--- config.mk ---
export PLATFORM = sky130hd
export DESIGN_NAME = ram_ctrl
export DESIGN_NICKNAME = d
export VERILOG_FILES = /design/src/rtl/ram_ctrl_pkg.sv /design/src/rtl/ram_ctrl_fifo.sv /design/src/rtl/ram_ctrl.sv
export SDC_FILE = /design/constraint.sdc
export NUM_CORES = 1
export LEC_CHECK = 0
export ABC_AREA = 1
export CORE_MARGIN = 2
export CORE_UTILIZATION = 55
export CTS_CLUSTER_SIZE = 28
export DETAILED_ROUTE_END_ITERATION = 6
export PLACE_DENSITY = 0.77
export SYNTH_ARGS = -nofsm -noshare
export SYNTH_HDL_FRONTEND = slang
export SYNTH_SLANG_ARGS = --single-unit
--- constraint.sdc ---
create_clock -name clk -period 6.8 [get_ports clk]
set_input_delay 1.02 -clock clk [delete_from_list [all_inputs] [get_ports clk]]
set_output_delay 1.02 -clock clk [all_outputs]
set_load 0.05 [all_outputs]
--- src/rtl/ram_ctrl_pkg.sv ---
// Shared types for the ram_ctrl request front-end: FSM state encoding,
// the queued request record and the default widths that size it.
package ram_ctrl_pkg;

   localparam int ADDR_W     = 13;
   localparam int DATA_W     = 8;
   localparam int LEN_W      = 4;
   localparam int FIFO_DEPTH = 4;

   typedef enum logic [1:0] {
      IDLE = 2'd0,
      WR   = 2'd1,
      RD   = 2'd2,
      RSP  = 2'd3
   } state_t;

   // Field widths are fixed here; the top-level width parameters must agree.
   typedef struct packed {
      logic              we;
      logic [ADDR_W-1:0] addr;
      logic [DATA_W-1:0] wdata;
      logic [LEN_W-1:0]  len;
   } req_t;

endpackage

--- src/rtl/ram_ctrl_fifo.sv ---
// Synchronous request FIFO of req_t entries. Pointers carry one extra wrap
// bit so full and empty are distinguished without a separate counter.
module ram_ctrl_fifo
   import ram_ctrl_pkg::*;
#(
   parameter int DEPTH = 4
) (
   input  logic clk,
   input  logic rst_n,
   input  logic push,
   input  req_t din,
   input  logic pop,
   output req_t dout,
   output logic full,
   output logic empty
);

   localparam int PW = $clog2(DEPTH);

   req_t        mem_q [DEPTH];
   logic [PW:0] wr_ptr_q, wr_ptr_d;
   logic [PW:0] rd_ptr_q, rd_ptr_d;
   logic        push_en;
   logic        pop_en;

   assign empty   = (wr_ptr_q == rd_ptr_q);
   assign full    = (wr_ptr_q[PW] != rd_ptr_q[PW]) &&
                    (wr_ptr_q[PW-1:0] == rd_ptr_q[PW-1:0]);
   assign push_en = push && !full;
   assign pop_en  = pop && !empty;
   assign dout    = mem_q[rd_ptr_q[PW-1:0]];

   always_comb begin
      wr_ptr_d = wr_ptr_q;
      rd_ptr_d = rd_ptr_q;
      if (push_en) wr_ptr_d = wr_ptr_q + {{PW{1'b0}}, 1'b1};
      if (pop_en)  rd_ptr_d = rd_ptr_q + {{PW{1'b0}}, 1'b1};
   end

   always_ff @(posedge clk or negedge rst_n) begin
      if (!rst_n) begin
         wr_ptr_q <= '0;
         rd_ptr_q <= '0;
      end else begin
         wr_ptr_q <= wr_ptr_d;
         rd_ptr_q <= rd_ptr_d;
      end
   end

   // Storage needs no reset: an entry is only read after it has been written.
   always_ff @(posedge clk) begin
      if (push_en) mem_q[wr_ptr_q[PW-1:0]] <= din;
   end

endmodule

--- src/rtl/ram_ctrl.sv ---
// Request front-end for an 8-bit x 8K single-port RAM: FIFO, strobe FSM and
// read-response register. Define RAM_CTRL_BURST_EN to enable multi-beat reads.
module ram_ctrl
   import ram_ctrl_pkg::*;
#(
   parameter int ADDR_WIDTH = ADDR_W,
   parameter int DATA_WIDTH = DATA_W,
   parameter int FIFO_DEPTH = ram_ctrl_pkg::FIFO_DEPTH,
   parameter int LEN_WIDTH  = LEN_W
) (
   input  logic                  clk,
   input  logic                  rst_n,
   input  logic                  req_valid,
   output logic                  req_ready,
   input  logic                  req_we,
   input  logic [ADDR_WIDTH-1:0] req_addr,
   input  logic [DATA_WIDTH-1:0] req_wdata,
   input  logic [LEN_WIDTH-1:0]  req_len,
   output logic                  rsp_valid,
   input  logic                  rsp_ready,
   output logic [DATA_WIDTH-1:0] rsp_rdata,
   output logic                  rsp_last,
   output logic                  mem_cs,
   output logic                  mem_we,
   output logic                  mem_oe,
   output logic [ADDR_WIDTH-1:0] mem_addr,
   output logic [DATA_WIDTH-1:0] mem_wdata,
   output logic                  mem_wdata_oe,
   input  logic [DATA_WIDTH-1:0] mem_rdata,
   output logic                  busy
);

   state_t                state_q, state_d;
   logic [ADDR_WIDTH-1:0] addr_q,  addr_d;
   logic [DATA_WIDTH-1:0] wdata_q, wdata_d;
   logic [LEN_WIDTH-1:0]  beats_q, beats_d;
   logic [DATA_WIDTH-1:0] rdata_q, rdata_d;
   logic                  last_q,  last_d;

   req_t                  fifo_din;
   req_t                  fifo_dout;
   logic                  fifo_full;
   logic                  fifo_empty;
   logic                  fifo_pop;
   logic [LEN_WIDTH-1:0]  first_beats;

   always_comb begin
      fifo_din.we    = req_we;
      fifo_din.addr  = req_addr;
      fifo_din.wdata = req_wdata;
      fifo_din.len   = req_len;
   end

   ram_ctrl_fifo #(
      .DEPTH (FIFO_DEPTH)
   ) u_fifo (
      .clk   (clk),
      .rst_n (rst_n),
      .push  (req_valid),
      .din   (fifo_din),
      .pop   (fifo_pop),
      .dout  (fifo_dout),
      .full  (fifo_full),
      .empty (fifo_empty)
   );

   // Extra beats remaining after the first; writes are always a single beat.
`ifdef RAM_CTRL_BURST_EN
   assign first_beats = fifo_dout.we ? '0 : fifo_dout.len;
`else
   logic unused_len;
   assign unused_len  = ^fifo_dout.len;
   assign first_beats = '0;
`endif

   always_comb begin
      state_d  = state_q;
      addr_d   = addr_q;
      wdata_d  = wdata_q;
      beats_d  = beats_q;
      rdata_d  = rdata_q;
      last_d   = last_q;
      fifo_pop = 1'b0;
      case (state_q)
         IDLE: begin
            if (!fifo_empty) begin
               fifo_pop = 1'b1;
               addr_d   = fifo_dout.addr;
               wdata_d  = fifo_dout.wdata;
               beats_d  = first_beats;
               state_d  = fifo_dout.we ? WR : RD;
            end
         end
         WR: begin
            state_d = IDLE;
         end
         RD: begin
            rdata_d = mem_rdata;
            last_d  = (beats_q == '0);
            state_d = RSP;
         end
         RSP: begin
            // A stalled consumer holds the FSM here; the FIFO keeps accepting.
            if (rsp_ready) begin
               if (beats_q != '0) begin
                  beats_d = beats_q - {{(LEN_WIDTH-1){1'b0}}, 1'b1};
                  addr_d  = addr_q + {{(ADDR_WIDTH-1){1'b0}}, 1'b1};
                  state_d = RD;
               end else begin
                  state_d = IDLE;
               end
            end
         end
         default: begin
            state_d = IDLE;
         end
      endcase
   end

   always_ff @(posedge clk or negedge rst_n) begin
      if (!rst_n) begin
         state_q <= IDLE;
         addr_q  <= '0;
         wdata_q <= '0;
         beats_q <= '0;
         rdata_q <= '0;
         last_q  <= 1'b0;
      end else begin
         state_q <= state_d;
         addr_q  <= addr_d;
         wdata_q <= wdata_d;
         beats_q <= beats_d;
         rdata_q <= rdata_d;
         last_q  <= last_d;
      end
   end

   // Strobes come straight from the state flops, so reset drops them at once.
   assign mem_cs       = (state_q == WR) || (state_q == RD);
   assign mem_we       = (state_q == WR);
   assign mem_oe       = (state_q == RD);
   assign mem_wdata_oe = (state_q == WR);
   assign mem_addr     = addr_q;
   assign mem_wdata    = wdata_q;

   assign rsp_valid    = (state_q == RSP);
   assign rsp_rdata    = rdata_q;
   assign rsp_last     = (state_q == RSP) && last_q;

   assign req_ready    = !fifo_full;
   assign busy         = (state_q != IDLE) || !fifo_empty;

endmodule
==> impl_metrics.toml <==
[setup_path]
crit_chain = "xnor2_2 > nand4_1 > clkdlybuf4s50_1"
regToRegEndpoint = "u_fifo.mem_q[0][19]"
regToRegSetupSlack_ps = 4300
rr_startpoint = "u_fifo.rd_ptr_q[1]"
startpoint = "u_fifo.rd_ptr_q[1]"
endpoint = "req_ready"
path_delay_family = "flip-flops"
crit_type = "reg2out"
critPathMaxStageDelay_ps = 1090
r2r.worst_path.cells = 5
path_buf_inv = 1
start_kind = "flip-flop"
cp_num_cells = 3
crit_slowest_cell = "dfrtp_1"
critPathArrivalTime_ps = 2870
cp_max_fo = 32
endpoint_kind = "output port"
required_ps = 5780

[pwr]
powerDensity_mw_per_mm2 = 526
vdd_drop_max_v = 0.000379
p_leak_nw = 2.86
p_total_mw = 3.71

[placement]
port_buffers = 70
post-place-cells = 740
pre_cts_ws_ps = 3470
routabilityCongestion = 0.786
dp_hpwl_mm = 7.16

[finish]
finalNonFillerCells = 772
most-common-layout-cells = "154 x nand2_1, 88 x edfxtp_1, 74 x nor2_1, 69 x clkdlybuf4s50_1, 51 x o21ai_0"
area_growth_pct = 23.8
layout_commonest_cell = "nand2_1"
finalNetCount = 674
layout-drive-gt1-share_pct = 8.65
num_antenna_cells = 0

[global_routing]
antenna_found_initial = 0
grt_pass1_vias = 4174
grt.overflow.total = 0
grt_max_degree = 47
grt_first_pass_wirelength_mm = 19.8
grt_usage_pct = 22.9

[routing]
first_pass_iters = 5
drt_iter0_drc = 329
detail_route.wl_per_cell_um = 15.7
via_per_inst = 5.36
vias = 4138
drc = 0
postRouteAntennaNets = 0
wl_mm = 12.1

[run_status]
run_status = "completed"

[synth]
ys_seq_area_share_pct = 64.9
synth_nets = 602
yosys_warnings = 0
syn_avg_cell_area_um2 = 10.3
syn_inst = 551
synthesis.area_mm2 = 0.00569
synth_cell_types = 32
yosys_register_bits = 130

[worst_hold_path]
hp-class = "reg2reg"

[die]
die_height_um = 106
dieWidth_um = 106
core-area_mm2 = 0.0102
start_util_pct = 55.8
rows = 37
num_io_pins = 75
die_area_mm2 = 0.0112

[sta]
setup_viol = 0
slew_viol_final = 0
max_freq_mhz = 257
fin_worst_skew_ps = 9.40
timing.final.crit_share_pct = 57.2
rsz0062_at_grt = "no"
fin_tns_setup_ps = 0
finalWorstSetupSlack_ps = 2910
worstMarginPinSlew_ps = 1130
max_slew_margin_pct = 25.0
finalCriticalPeriod_ps = 3890
hold_violations = 0

[cts]
clock_sinks = 130
htree_num_levels = 4
numCtsBuffers = 17
cts.clk_slew.worst_paths_ps = 60
postCtsSetupBuffers = 0
clkLatencyLatePin_ps = 510
cts_tree = "done"
cts_resized = 0
cts_hold_buf = 0
cts_buffer_depth = 2
cts_root_buffer = "clkbuf_8"

[flow_run]
maxCapViolations = 0
[cell usage after synthesis (all sizes together)]
master	count	area, µm²
a21o	1	7.51
a21oi	12	63.8
a31oi	1	6.26
buf	13	86.3
clkbuf	9	33.8
dfrtp	42	1050
edfxtp	88	2640
ha	13	163
inv	29	114
nand2	157	597
nand3	32	178
nand3b	1	7.51
nand4	5	46.3
nor2	79	299
nor3	1	5.00
o21ai	51	255
o21bai	1	7.51
o22ai	8	50.1
or2	1	6.26
xnor2	1	16.3
xor2	6	52.6
[power breakdown]
group          switching, mW  total, mW  internal, mW  leakage (nW)
registers              0.162       1.26          1.09          1.32
logic                   1.12       1.61         0.492          1.28
clock network          0.341      0.838         0.497         0.264
total                   1.62       3.71          2.08          2.86
[stage by stage]
stage	cell area [µm²]	util, %	hold slack (ps)
after global placement	6480	63.6	453
after global routing	7040	69.1	484
final	7040	69.1	467
after detailed placement	6480	63.6	457
after floorplan	5690	-	453
after CTS	7040	69.1	473
[state kept, by name, indices dropped and copies added, names as in the netlist]
signal,cells
mem_wdata,8
mem_addr,13
rsp_rdata,8
last_q,1
u_fifo.wr_ptr_q,3
u_fifo.rd_ptr_q,3
beats_q,4
u_fifo.mem_q,88
state_q,2
[worst register-to-register path, delay by kind of cell (launching register included)]
family | cells | cell delay (ps)
buf+inv | 1 | 350
xor+xnor | 1 | 260
simple gates | 3 | 460
flops | 1 | 1090
[worst min path at each step]
| stage | cells after the start | slack [ps] | to | start |
|---|---|---|---|---|
| 5_1_grt | 2 | 480 | rsp_rdata[6] | rsp_rdata[6] |
| 3_3_place_gp | 2 | 450 | rsp_rdata[4] | rsp_rdata[4] |
| 2_1_floorplan | 2 | 450 | last_q | last_q |
| 3_5_place_dp | 2 | 460 | rsp_rdata[6] | rsp_rdata[6] |
| 6_report | 2 | 470 | rsp_rdata[6] | rsp_rdata[6] |
| 4_1_cts | 2 | 470 | rsp_rdata[6] | rsp_rdata[6] |
[logic make-up after synthesis]
logic type / synth area share [%]
and+or+nand+nor: 20.0
AOI/OAI and AO/OA: 6.86
adders and majority gates: 2.86
buffers and inverters: 4.11
xor gates and xnor gates: 1.21
DFF: 64.9
[layout make-up]
| class | instances | area (µm²) |
|---|---|---|
| Clock buffer | 18 | 428 |
| Clock inverter | 14 | 131 |
| Fill cell | 739 | 3140 |
| Inverter | 29 | 114 |
| Multi-Input combinational cell | 370 | 1770 |
| Sequential cell | 130 | 3690 |
| Tap cell | 136 | 170 |
| Timing Repair Buffer | 75 | 733 |
[routing by layer]
metal  vias to the layer above  wire (µm)  GRT usage, %
met5                         -          0             0
met4                         0        213          8.83
met3                        21        696          5.57
met2                       139       6070          38.1
met1                      1986       5120          29.1
li1                       1992          -             -
(Power assumes the default switching activity.)
